### src/rtl/capture_controller.sv
// Trigger/capture sequencer for a circular sample buffer: pre-trigger fill,
// level/slope or forced trigger, post-trigger fill, then hold for display.
module capture_controller #(
    parameter int DEPTH      = 640,
    parameter int DATA_WIDTH = 10,
    parameter int PRETRIG    = 320
) (
    input  logic                     i_clk,
    input  logic                     i_rst_n,
    input  logic                     i_sample_valid,
    input  logic [DATA_WIDTH-1:0]    i_sample,
    input  logic [DATA_WIDTH-1:0]    i_trig_level,
    input  logic                     i_trig_slope,
    input  logic                     i_single,
    input  logic                     i_arm,
    input  logic                     i_force,
    input  logic                     i_frame_done,
    output logic                     o_wr_en,
    output logic [$clog2(DEPTH)-1:0] o_wr_addr,
    output logic [DATA_WIDTH-1:0]    o_wr_data,
    output logic [$clog2(DEPTH)-1:0] o_base_addr,
    output logic                     o_buffer_ready,
    output logic                     o_triggered,
    output logic [2:0]               o_state
);
    localparam int AW    = $clog2(DEPTH);
    localparam int POSTN = DEPTH - PRETRIG;

    typedef enum logic [2:0] {
        S_IDLE    = 3'd0,
        S_PREFILL = 3'd1,
        S_ARMED   = 3'd2,
        S_POST    = 3'd3,
        S_HOLD    = 3'd4
    } state_t;

    state_t                r_state, w_next;
    logic [AW-1:0]         r_wptr;
    logic [AW-1:0]         r_cnt;
    logic [AW-1:0]         r_trig_addr;
    logic [DATA_WIDTH-1:0] r_prev;
    logic                  r_force_pend;
    logic                  w_capture;
    logic                  w_trig;
    logic                  w_level_hit;

    // Oldest sample of the frame sits POSTN slots past the trigger, modulo DEPTH.
    function automatic logic [AW-1:0] f_base(input logic [AW-1:0] a);
        logic [AW:0] s;
        s = {1'b0, a} + (AW+1)'(POSTN);
        if (s >= (AW+1)'(DEPTH)) s = s - (AW+1)'(DEPTH);
        return s[AW-1:0];
    endfunction

    always_ff @(posedge i_clk) begin
        if (!i_rst_n) r_state <= S_IDLE;
        else          r_state <= w_next;
    end

    always_comb begin
        w_next      = r_state;
        w_trig      = 1'b0;
        w_capture   = 1'b0;
        w_level_hit = i_trig_slope ? (r_prev > i_trig_level && i_sample <= i_trig_level)
                                   : (r_prev < i_trig_level && i_sample >= i_trig_level);
        case (r_state)
            S_IDLE: if (i_arm) w_next = S_PREFILL;
            S_PREFILL: begin
                w_capture = i_sample_valid;
                if (i_sample_valid && r_cnt == AW'(PRETRIG-1)) w_next = S_ARMED;
            end
            S_ARMED: begin
                w_capture = i_sample_valid;
                if (i_sample_valid && (r_force_pend || i_force || w_level_hit)) begin
                    w_trig = 1'b1;
                    w_next = (POSTN == 1) ? S_HOLD : S_POST;
                end
            end
            S_POST: begin
                w_capture = i_sample_valid;
                if (i_sample_valid && r_cnt == AW'(POSTN-1)) w_next = S_HOLD;
            end
            S_HOLD: if (i_frame_done) w_next = i_single ? S_IDLE : S_PREFILL;
            default: w_next = S_IDLE;
        endcase
    end

    always_ff @(posedge i_clk) begin
        if (!i_rst_n) begin
            o_wr_en      <= 1'b0;
            o_wr_addr    <= '0;
            o_wr_data    <= '0;
            o_triggered  <= 1'b0;
            o_base_addr  <= '0;
            r_wptr       <= '0;
            r_cnt        <= '0;
            r_trig_addr  <= '0;
            r_prev       <= '0;
            r_force_pend <= 1'b0;
        end else begin
            o_wr_en     <= w_capture;
            o_triggered <= w_trig;
            if (w_capture) begin
                o_wr_data <= i_sample;
                o_wr_addr <= r_wptr;
                r_prev    <= i_sample;
                r_wptr    <= (r_wptr == AW'(DEPTH-1)) ? '0 : r_wptr + 1'b1;
            end
            // One counter serves both fill phases; the trigger sample is post sample #1.
            if (w_next != r_state)
                r_cnt <= w_trig ? AW'(1) : '0;
            else if (w_capture && r_state != S_ARMED)
                r_cnt <= r_cnt + 1'b1;
            if (w_trig) r_trig_addr <= r_wptr;
            if (r_state == S_ARMED && w_next != S_ARMED) r_force_pend <= 1'b0;
            else if (r_state == S_ARMED && i_force)      r_force_pend <= 1'b1;
            if (w_next == S_HOLD && r_state != S_HOLD)
                o_base_addr <= f_base(w_trig ? r_wptr : r_trig_addr);
        end
    end

    assign o_buffer_ready = (r_state == S_HOLD);
    assign o_state        = r_state;

endmodule
### config.mk
export PLATFORM = sky130hd
export DESIGN_NAME = capture_controller
export DESIGN_NICKNAME = d
export VERILOG_FILES = /design/src/rtl/capture_controller.sv
export SDC_FILE = /design/constraint.sdc
export NUM_CORES = 1
export LEC_CHECK = 0
export ABC_AREA = 1
export CAP_MARGIN = 20
export CORE_MARGIN = 2
export CORE_UTILIZATION = 50
export DETAILED_ROUTE_END_ITERATION = 6
export PLACE_DENSITY = 0.82
export SETUP_SLACK_MARGIN = 0.3
export SKIP_LAST_GASP = 1
export SLEW_MARGIN = 20
export SYNTH_ARGS = -nofsm -noshare
export SYNTH_HDL_FRONTEND = slang
export SYNTH_SLANG_ARGS = --single-unit
### constraint.sdc
create_clock -name i_clk -period 6 [get_ports i_clk]
set_input_delay 1.5 -clock i_clk [delete_from_list [all_inputs] [get_ports i_clk]]
set_output_delay 1.5 -clock i_clk [all_outputs]
set_load 0.01 [all_outputs]
Word-level counts from Yosys, hierarchy flattened
Cells that the tools add are included.
- output and inout port bits: 36
- word-level logic and storage cells: 62
- flip-flop bits (word level): 66
- ROM bits: 0
- memories kept: 0
- RAM bits: 0
- input bits: 28
- latch bits: 0
- shift-type cells: 0
- reduce and logical (&&, ||, !) cells: 14
- $mul: 0
- divide/modulo/power cells: 0
- muxes and demuxes: 17
- $lt $le $gt $ge: 5
- add/subtract/negate cells: 4
- bitwise gates (word level): 1
- equality and inequality tests: 11
- operators by type and width (operator ; count):
    two-way mux 10 bit ; 5
    adder 10 x 1 -> 10 bit (second input constant) ; 2
    two-way mux 3 bit ; 5
    case mux 3 bit (5 select lines) ; 1
    adder 10 x 9 -> 11 bit (second input constant) ; 1
    >= comparator 11 x 10 -> 1 bit (second input constant) ; 1
    == test 10 bit (second input constant) ; 1
    == test 10 x 9 -> 1 bit (second input constant) ; 1
    >= comparator 10 bit ; 1
    greater-than comparator 10 bit ; 1
    less-or-equal comparator 10 bit ; 1
    less-than comparator 10 bit ; 1
    subtractor 10 bit (second input constant) ; 1
    logical AND 1 bit ; 8
    == test 3 x 2 -> 1 bit (second input constant) ; 2
    == test 3 bit (second input constant) ; 2
    two-way mux 1 bit ; 6
    != test 3 x 2 -> 1 bit (second input constant) ; 2
    == test 3 x 1 -> 1 bit (second input constant) ; 1
    zero test 3 bit ; 1
    != test 3 bit ; 1
    != test 3 bit (second input constant) ; 1
    OR reduction 3 bit ; 1
    logical OR 1 bit ; 2
    other kinds (3) ; 3

Longest topological paths before layout
- depth in word-level cells: 11
- depth in mapped cells: 27
- gate-level depth less buffers: 27

Worst setup path before layout
No wires, ideal clock.
- path type: input to register
- start: input i_trig_level[9]
- end: register o_base_addr[8]
- data arrival time: 3812 ps
- path slack: 2071 ps
- stages on the path: 24
- library setup time: 117 ps
- path buffers: 0
- data required time: 5883 ps
- cell sequence: inv_1 > ha_1 > nand2_2 > inv_1 > a21oi_2 > nand3_1 > nor2_1 > nand2_1 > nand3_4 > nand2_4 > nand2_1 > nand2_1 > ha_1 > inv_1 > nand2_2 > nand2_1 > inv_1 > ha_1 > inv_1 > nand3_2 > nand3_1 > nand2_1 > a21oi_1 > nor2_1
- longest elaborated chain between the ends: 11
- elaborated cells on any way between the ends: 20
- classes of those cells: 2 x add/sub; 5 x order compare; 1 x eq/ne; 7 x mux; 5 x reduce/logical
- ends and longest elaborated chain (item ; line ; RTL):
    start, declared ; 12 ; input logic [DATA_WIDTH-1:0] i_trig_level,
    less-than comparator 10 bit (tied with other cells) ; 65 ; : (r_prev < i_trig_level && i_sample >= i_trig_level);
    logical AND 1 bit (on tied branches) ; 65, 64 ;
    two-way mux 1 bit (*) ; 64 ; w_level_hit = i_trig_slope ? (r_prev > i_trig_level && i_sample <= i_trig_level)
    logical OR 1 bit (*) ; 74 ; if (i_sample_valid && (r_force_pend || i_force || w_level_hit)) begin
    logical AND 1 bit (*) ; 74 ;
    two-way mux 1 bit ; 74 ;
    two-way mux 1 bit ; 66 ; case (r_state)
    two-way mux 10 bit ; -- ;
    adder 10 x 9 -> 11 bit ; 50 ; s = {1'b0, a} + (AW+1)'(POSTN);
    subtractor 10 bit / >= comparator 11 x 10 -> 1 bit (equally long branches) ; 51 ; if (s >= (AW+1)'(DEPTH)) s = s - (AW+1)'(DEPTH);
    two-way mux 10 bit ; 51 ;
    end signal, assigned ; 118 ; o_base_addr <= f_base(w_trig ? r_wptr : r_trig_addr);
    end, declared ; 21 ; output logic [$clog2(DEPTH)-1:0] o_base_addr,
Every way passes the cells marked *; elsewhere a longest branch is shown, timed or not.
A chain may end at the register's enable or synchronous reset.

Worst setup path after layout
- start: input i_trig_level[9]
- end: register o_base_addr[7]
The elaborated chain is that of the path after synthesis.

==> results.ini <==
[setup_path]
end_kind=flop
worst_ep_required_time_ns=6.24
start_kind=input port
crit_arrival_ns=4.67
critPathMaxFanout=16
cp.buffers_inverters=7
critPathMaxStageDelay_ns=0.46
crit_family=simple AND/OR/NAND/NOR gates
reg2reg_from=r_prev[9]
r2r_slack_ns=2.93
crit_type=input port to flop
timing.rr.end=o_base_addr[7]
crit_slowest_cell=clkdlybuf4s50_1
r2r_cells=25

[layout]
stdcell_area_mm2=0.00449
finish.utilization=0.654
nets=619
num-fill-cells=606
area_delta_synth_final_pct=25.2
n_antenna_cell=0
layout-drive-gt1-share=0.0841

[placement]
gp_congestion=0.910
portBuffers=63
placed_area_mm2=0.00429
dp_hpwl_mm=6.00

[clock_tree]
clk_path_buf_depth=2
cts_tree=done
path_clk_slew_ns=0.07
cts_hold_buf=0
htree_levels=3
cts-root-buf=clkbuf_8
cts_sinks=66
cts_made_buffers=9
post-cts-setup-buffer-count=0
cts_resized=0
clock_latency_ns=0.34

[yosys]
async_flop_share=0
synth_flop_cell=dfxtp_1
synth_seq_cells=66
synth.yosys.warnings=0
syn_avg_cell_area_um2=7.15
yosysTopAreaCell=dfxtp_1
synth.distinct_cells=42
synth_common_cells=97 x nand2_1, 70 x inv_1, 70 x nor2_1, 66 x dfxtp_1, 33 x a21oi_1
yosysMostFrequentCell=nand2_1
synth_cells=502
synth-edff-count=0
yosysSeqAreaShare=0.368
synth.area.top_cells=dfxtp_1 37%, nand2_1 10%, ha_1 8.7%
synth_top_cell_area_share=0.368
synthesis.area_mm2=0.00359
synth_nets=555

[die]
start_util=0.522
core_area_mm2=0.00687
die_h_um=88.7
dieArea_mm2=0.00787
rows=30
die_w_um=88.7
pin_count=64

[detailed_routing]
ant_nets=0
viasPerCell=4.97
drtPass1Iterations=4
drt_iter0_drc=113
avgRoutedWirePerCell_um=11.9
routed_wl_mm=7.94
vias=3318
drc_errors=0

[hold_path]
hp-start=r_trig_addr[3]
hold_class=flop to flop
hold_depth=2
min_to=r_trig_addr[3]

[run]
max_cap_viol_count=0

[global_route]
grt_pass1_wl_mm=13.4
use_met3=0.0485
grt-ovfl-total=0
grt_max_degree=34
track_usage=0.217
use_met1=0.252
met2_usage=0.385
grt_pass1_vias=3183
busiest_layer=met2
antenna_found_initial=0

[status]
status=finished, final reports clean

[sta]
period_minus_slack_ns=4.43
drv_slew=0
fmax_mhz=226
maxSlewHeadroom=0.330
rsz0062_at_grt=false
finalCritPeriodShare=0.739
fin_skew_ns=0.00682
hold_viol_final=0
setup_viol_count_final=0
max_slew.worst_pin.slew_ns=1.00
tns_ns=0

[power]
p_leak_nw=1.96
powerDensity_mw_per_mm2=212
fin_total_pwr_mw=0.954
ir_worst_vdd_mv=0.154

==> worst max-delay path by stage <==
stage / startpoint / to / cells after the start
after CTS: i_trig_level[9] / o_base_addr[7] / 27
after global routing: i_trig_level[9] / o_base_addr[7] / 27
after floorplan: i_trig_level[9] / o_base_addr[8] / 24
after global placement: i_trig_level[9] / o_base_addr[8] / 25
final: i_trig_level[9] / o_base_addr[7] / 27
after detailed placement: i_trig_level[9] / o_base_addr[7] / 27
==> power by group <==
part           switching, mW  internal [mW]  leakage (nW)
combinational         0.0657         0.0568          1.32
clock                  0.160          0.215         0.101
sequential           0.00833          0.449         0.535
total                  0.234          0.720          1.96
==> registers in the layout, summed over array words and instances (netlist names) <==
name	flops
r_prev	10
r_trig_addr	10
r_wptr	10
r_cnt	10
r_force_pend	1
o_wr_en	1
o_state	3
o_wr_addr	10
o_base_addr	10
o_triggered	1
==> cells in the final DEF, fill, tap and decap left out, types with 2 or more instances in the layout <==
cell type        synthesis  final
xor2_1                   6      6
a21oi_1                 33     33
a211oi_1                 3      3
clkdlybuf4s50_1          0     63
buf_4                    1      2
nand3_2                  4      4
clkbuf_8                 0     11
ha_1                    25     25
nor2_1                  70     70
a21oi_2                  2      2
nand2_1                 97     97
nand2_2                 11     11
inv_2                    2      2
o21ai_2                  2      2
nor2_2                   4      4
nand3_1                 29     29
inv_1                   70     70
o21ai_0                 21     21
o21a_1                   2      2
nand2_4                  2      2
nor3_1                  18     18
dfxtp_1                 66     66
nand4_1                  5      5
clkbuf_1                 9      3
==> through the flow <==
stage	setup WS, ns	hold slack, ns	instances
after floorplan	2.07	0.444	502
after global placement	1.37	0.453	651
after detailed placement	1.21	0.462	651
after CTS	1.57	0.471	667
after global routing	1.19	0.490	667
final	1.57	0.469	667
==> final cells by class <==
class / instances / area [um^2] / share of cell area
Sequential cell: 66 / 1320 / 0.294
Inverter: 72 / 270 / 0.0602
Clock buffer: 14 / 163 / 0.0362
Timing Repair Buffer: 65 / 646 / 0.144
Clock inverter: 2 / 35.0 / 0.00780
Multi-Input combinational cell: 352 / 1940 / 0.431
Tap cell: 96 / 120 / 0.0267
==> cell families after synthesis <==
kind of cell | after synthesis | share of synthesized area
compound gates | 69 | 0.111
xor+xnor | 7 | 0.0171
fa+ha+maj | 25 | 0.0872
buf+inv | 84 | 0.0921
flops | 66 | 0.368
simple gates | 251 | 0.325
==> worst reg2reg max path: cells and delay by family, from the launching register on <==
kind,cells,cell delay (ns)
DFF,1,0.33
and+or+nand+nor,16,1.46
AOI/OAI and AO/OA,1,0.15
adders and majority gates,3,0.70
buffers and inverters,5,0.30
==> routing by layer <==
metal / vias to the layer above / part of all wire
met1: 1509 / 0.45
met3: 13 / 0.034
met2: 60 / 0.51
li1: 1736 / -
met4: 0 / 0.014
met5: - / 0
(Power assumes the default switching activity.)
==> RTL edit 1: new RTL, same settings <==
Reset style: asynchronous (`i_rst_n`), changed in 2 clocked blocks.
--- a/src/rtl/capture_controller.sv
+++ b/src/rtl/capture_controller.sv
@@ -54,3 +54,3 @@
 
-    always_ff @(posedge i_clk) begin
+    always_ff @(posedge i_clk or negedge i_rst_n) begin
         if (!i_rst_n) r_state <= S_IDLE;
@@ -87,3 +87,3 @@
 
-    always_ff @(posedge i_clk) begin
+    always_ff @(posedge i_clk or negedge i_rst_n) begin
         if (!i_rst_n) begin
Function: differs if i_rst_n is asserted again (counterexample within 4 cycles, from zero or initial values and one cycle with i_rst_n low); with i_rst_n held inactive, the same outputs for 10 cycles.
==> RTL edit 1 against the original RTL <==
Final area is 3.5% higher. Wire length is 0.72% higher. Maximum frequency is 0.25% higher. Die area is 3.7% higher. Synthesized area is 3.8% higher. Setup slack better by 0.011 ns. Sequential cell count stayed put. First-iteration DRC count is 65% higher.
Power is not compared: it rests on default switching activity, and its combinational part moved more than twofold at a synthesized area within 25%.
==> RTL edit 1: results (changes against the original RTL) <==
metric,value,unit,change
wl_per_cell,12.49,um,+5.0%
synth_common_cells,"128 x nand2_1, 74 x inv_1, 66 x dfrtp_1",,
synthArstFlopShare,100.0,%,+100 points
worst_hold_startpoint,o_wr_addr[0]$_DFFE_PN0P_,,
r2r_slack,2.83,ns,-0.10 ns
ys_seq_area_share,44.34,%,+7.5 points
grt_max_degree,67,,+97%
dpl.hpwl,5904,um,-1.6%
holdPathEnd,o_wr_addr[0]$_DFFE_PN0P_,,
fin_worst_skew,0.007375,ns,+0.0005585 ns
crit_family,simple AND/OR/NAND/NOR gates,,
drive_gt1_share,8.688,%,+0.28 points
vias,3178,,-4.2%
critPathMaxFanout,18,,+2
post_dp_cell_area,0.004459,mm2,+3.9%
fillers,625,,+3.1%
grt_pass1_wl,13620,um,+1.5%
synth.distinct_cells,37,,-12%
rr_worst_depth,23,,-8.0%
synth_nets,519,,-6.5%
pre_cts_ws,1.243,ns,+0.03002 ns
run_status,"finished, final reports clean",,
tightest_slew,0.8239,ns,-0.1800 ns
timing.rr.end,o_base_addr[8]$_DFFE_PN0P_,,
dr.first_iter.drc_count,187,,+65%
first_global_vias,3008,,-5.5%
track_usage,20.68,%,-1.0 points
rr_startpoint,r_prev[5]$_DFFE_PN0P_,,
RTL edit 1: cell types whose count changed after synthesis, moves of 21 or more:
cell     delta
dfxtp_1    -66
nand2_1    +31
a21oi_1    -21
dfrtp_1    +66
nor2_1     -38
RTL edit 1: cell families (layout without fill, tap and decap cells):
kind of cell    after synthesis  after routing  synth area share, %
simple gates                231            231                28.69
buf+inv                      85            160                8.835
flops                        66             66                44.34
compound gates               52             52                8.096
fa+ha+maj                    25             25                8.398
xor+xnor                      7              7                1.646
RTL edit 1: worst max-delay path by stage:
stage	startpoint	endpoint	slack (ns)	cells past startpoint
2_1_floorplan	i_trig_level[9]	o_base_addr[8]$_DFFE_PN0P_	2.04	24
3_3_place_gp	i_trig_level[9]	o_base_addr[7]$_DFFE_PN0P_	1.38	25
3_5_place_dp	i_trig_level[9]	o_base_addr[8]$_DFFE_PN0P_	1.24	25
4_1_cts	i_trig_level[9]	o_base_addr[8]$_DFFE_PN0P_	1.60	25
5_1_grt	i_trig_level[5]	o_base_addr[8]$_DFFE_PN0P_	1.28	26
6_report	i_trig_level[5]	o_base_addr[8]$_DFFE_PN0P_	1.58	25
RTL edit 1: final cells by class:
type / instances / area [um2] / share of cell area (%)
multi-input cells: 315 / 1744 / 37.54
flip-flops and latches: 66 / 1652 / 35.55
repair buffers: 65 / 640.6 / 13.79
inverters: 79 / 299.0 / 6.437
clock buffers: 11 / 131.4 / 2.828
well taps: 99 / 123.9 / 2.666
clock inverters: 5 / 55.05 / 1.185
RTL edit 1: power by group through the flow:
stage               clock, mW  sequential, mW  combinational (mW)
finish                  0.365           0.569               0.302
floorplan                   0           0.579               0.164
global route            0.393           0.580               0.341
CTS                     0.372           0.570               0.305
detailed placement          0           0.577               0.304
global placement            0           0.574               0.294
RTL edit 1: per-stage QoR:
| step | instances | hold WS, ns |
|---|---|---|
| after detailed placement | 624 | 0.4694 |
| final | 640 | 0.4869 |
| after floorplan | 466 | 0.4636 |
| after global routing | 640 | 0.5061 |
| after CTS | 640 | 0.4888 |
| after global placement | 624 | 0.4673 |
RTL edit 1: worst reg2reg max path: stages (launching register included):
cell and delay, ns:
dfrtp_1 0.41, ha_1 0.30, a21oi_1 0.21, nand2_1 0.08, nand2_1 0.06, nand3_1 0.06
nor2_1 0.10, nand2_1 0.10, nand3_4 0.16, nand2_8 0.12, nand2_1 0.10, nand2_1 0.13
ha_1 0.25, inv_1 0.05, nand3_1 0.09, nand2_1 0.09, inv_1 0.06, ha_1 0.20
inv_1 0.05, nand3_1 0.14, nand3_1 0.14, nand2_1 0.05, nand3_1 0.06, nand2_1 0.05
RTL edit 1: layer usage:
metal  vias up  GRT usage [%]  wire, um
li1       1616              -         -
met1      1462          27.26      3733
met2        89          32.39      3776
met3        11          5.843       398
met4         0          8.333        85
met5         -              0         0
==> RTL edit 2: new RTL, same flow settings <==
Made on the original files. Set the parameter `DEPTH` to 320 (it was 640).
--- a/src/rtl/capture_controller.sv
+++ b/src/rtl/capture_controller.sv
@@ -3,3 +3,3 @@
 module capture_controller #(
-    parameter int DEPTH      = 640,
+    parameter int DEPTH      = 320,
     parameter int DATA_WIDTH = 10,
Ports: changed (resized o_base_addr and o_wr_addr); port bits go from 64 to 62. No check against the original RTL was run, so the function may have changed too.
==> RTL edit 2 against the original RTL <==
Utilization shrank 0.39 points. Setup slack better by 0.46 ns. Synthesized area shrank 8.8%. Wire length is 6.7% lower. Sequential power decreased by 7.4%. Power shrank 8.0%. Final area is 8.1% lower. Sequential cell count shrank 5. Worst hold slack got worse by 0.0014 ns.
==> RTL edit 2: results (changes against the original RTL) <==
metric,value,unit,change
run_status,"finished, final reports clean",,
fillers,539,,-11%
post_dp_cell_area,0.003949,mm2,-8.0%
nNetsFinal,550,,-11%
rr_startpoint,r_cnt[0]$_SDFFE_PN0P_,,
top_register,r_prev,,
fin_worst_skew,0.01221,ns,+0.005398 ns
timing.rr.end,r_cnt[2]$_SDFFE_PN0P_,,
fmax,251.6,MHz,+12%
insertedDiodeCount,0,,unchanged
vias,2937,,-11%
irDropWorstVdd,0.2124,mV,+38%
grt_max_degree,28,,-18%
synth_nets,485,,-13%
tightest_slew,0.7338,ns,-0.2700 ns
hold_path_class,reg2reg,,
synth_area_leaders,"dfxtp_1 37%, ha_1 9.6%, nand2_1 7.7%",,
viasPerCell,5.073,,+2.0%
h-tree-depth,3,,unchanged
worst_hold_startpoint,o_wr_addr[8]$_SDFFE_PN0P_,,
wl_per_cell,12.79,um,+7.5%
dpl.hpwl,5359,um,-11%
r2r_slack,3.08,ns,+0.15 ns
dr.first_iter.drc_count,109,,-3.5%
track_usage,21.53,%,-0.17 points
multi_input_area,0.001758,mm2,-9.2%
p_leak,1.784,nW,-9.0%
cts_buffer_depth,2,,unchanged
rr_worst_depth,13,,-48%
synth_compound_area_share,13.72,%,+2.7 points
cp.arrival,4.17,ns,-0.50 ns
synth_fa_ha_area_share,9.557,%,+0.84 points
dpl.cell_count,563,,-14%
syn_inst,432,,-14%
io_buffers,61,,-3.2%
cp-startpoint,i_trig_level[5],,
synth.distinct_cells,40,,-4.8%
synth_common_cells,"67 x nand2_1, 64 x nor2_1, 61 x dfxtp_1, 61 x inv_1, 25 x ha_1",,
crit_end,o_base_addr[8]$_SDFFE_PN0P_,,
drive_gt1_share,10.56,%,+2.2 points
grt_pass1_wl,12650,um,-5.7%
synthArstFlopShare,0,%,unchanged
place_congestion,0.8373,,-7.9%
pre_cts_ws,1.726,ns,+0.5131 ns
ys_seq_area_share,37.31,%,+0.48 points
synthXorXnorAreaFrac,2.408,%,+0.70 points
post_cts_buffers,0,,unchanged
[RTL edit 2: power by group]
part           switching [mW]  total [mW]  internal, mW  leakage (nW)
clock                   0.159       0.330         0.170        0.0921
combinational          0.0664       0.125        0.0590          1.20
sequential            0.00777       0.423         0.415         0.494
[RTL edit 2: per-stage QoR]
stage | power (mW) | util (%)
floorplan | 0.5041 | -
global placement | 0.5539 | 62.19
detailed placement | 0.5566 | 62.19
CTS | 0.8842 | 64.99
global route | 0.9164 | 64.99
finish | 0.8779 | 64.99
[RTL edit 2: per-layer routing]
| metal | routed length, um | track usage [%] | up-vias |
|---|---|---|---|
| li1 | - | - | 1521 |
| met1 | 3230 | 25.93 | 1342 |
| met2 | 3717 | 37.72 | 60 |
| met3 | 334 | 4.183 | 14 |
| met4 | 125 | 8.658 | 0 |
| met5 | 0 | 0 | - |
[RTL edit 2: kinds of logic after synthesis]
group           Yosys count
compound gates           72
xor+xnor                  9
fa+ha+maj                25
buf+inv                  74
simple gates            191
flops                    61
[RTL edit 2: worst min-delay path by stage]
stage               slack (ns)                   endpoint
CTS                       0.47  o_wr_addr[8]$_SDFFE_PN0P_
global placement          0.46  o_wr_addr[8]$_SDFFE_PN0P_
floorplan                 0.46      r_cnt[1]$_SDFFE_PN0P_
detailed placement        0.46  o_wr_addr[8]$_SDFFE_PN0P_
finish                    0.47  o_wr_addr[8]$_SDFFE_PN0P_
global route              0.51  o_wr_addr[8]$_SDFFE_PN0P_
[RTL edit 2: final cells by class]
| class | instances | share of cell area [%] |
|---|---|---|
| Multi-Input combinational cell | 297 | 42.60 |
| Sequential cell | 61 | 29.59 |
| Clock buffer | 12 | 3.760 |
| Tap cell | 77 | 2.335 |
| Inverter | 64 | 5.822 |
| Clock inverter | 4 | 0.5458 |
| Timing Repair Buffer | 64 | 15.34 |
[RTL edit 2: worst min-delay path, cell delays in order, from the launching register on]
cell and delay, ns:
dfxtp_1 0.31, nand2_1 0.06, a21oi_1 0.05
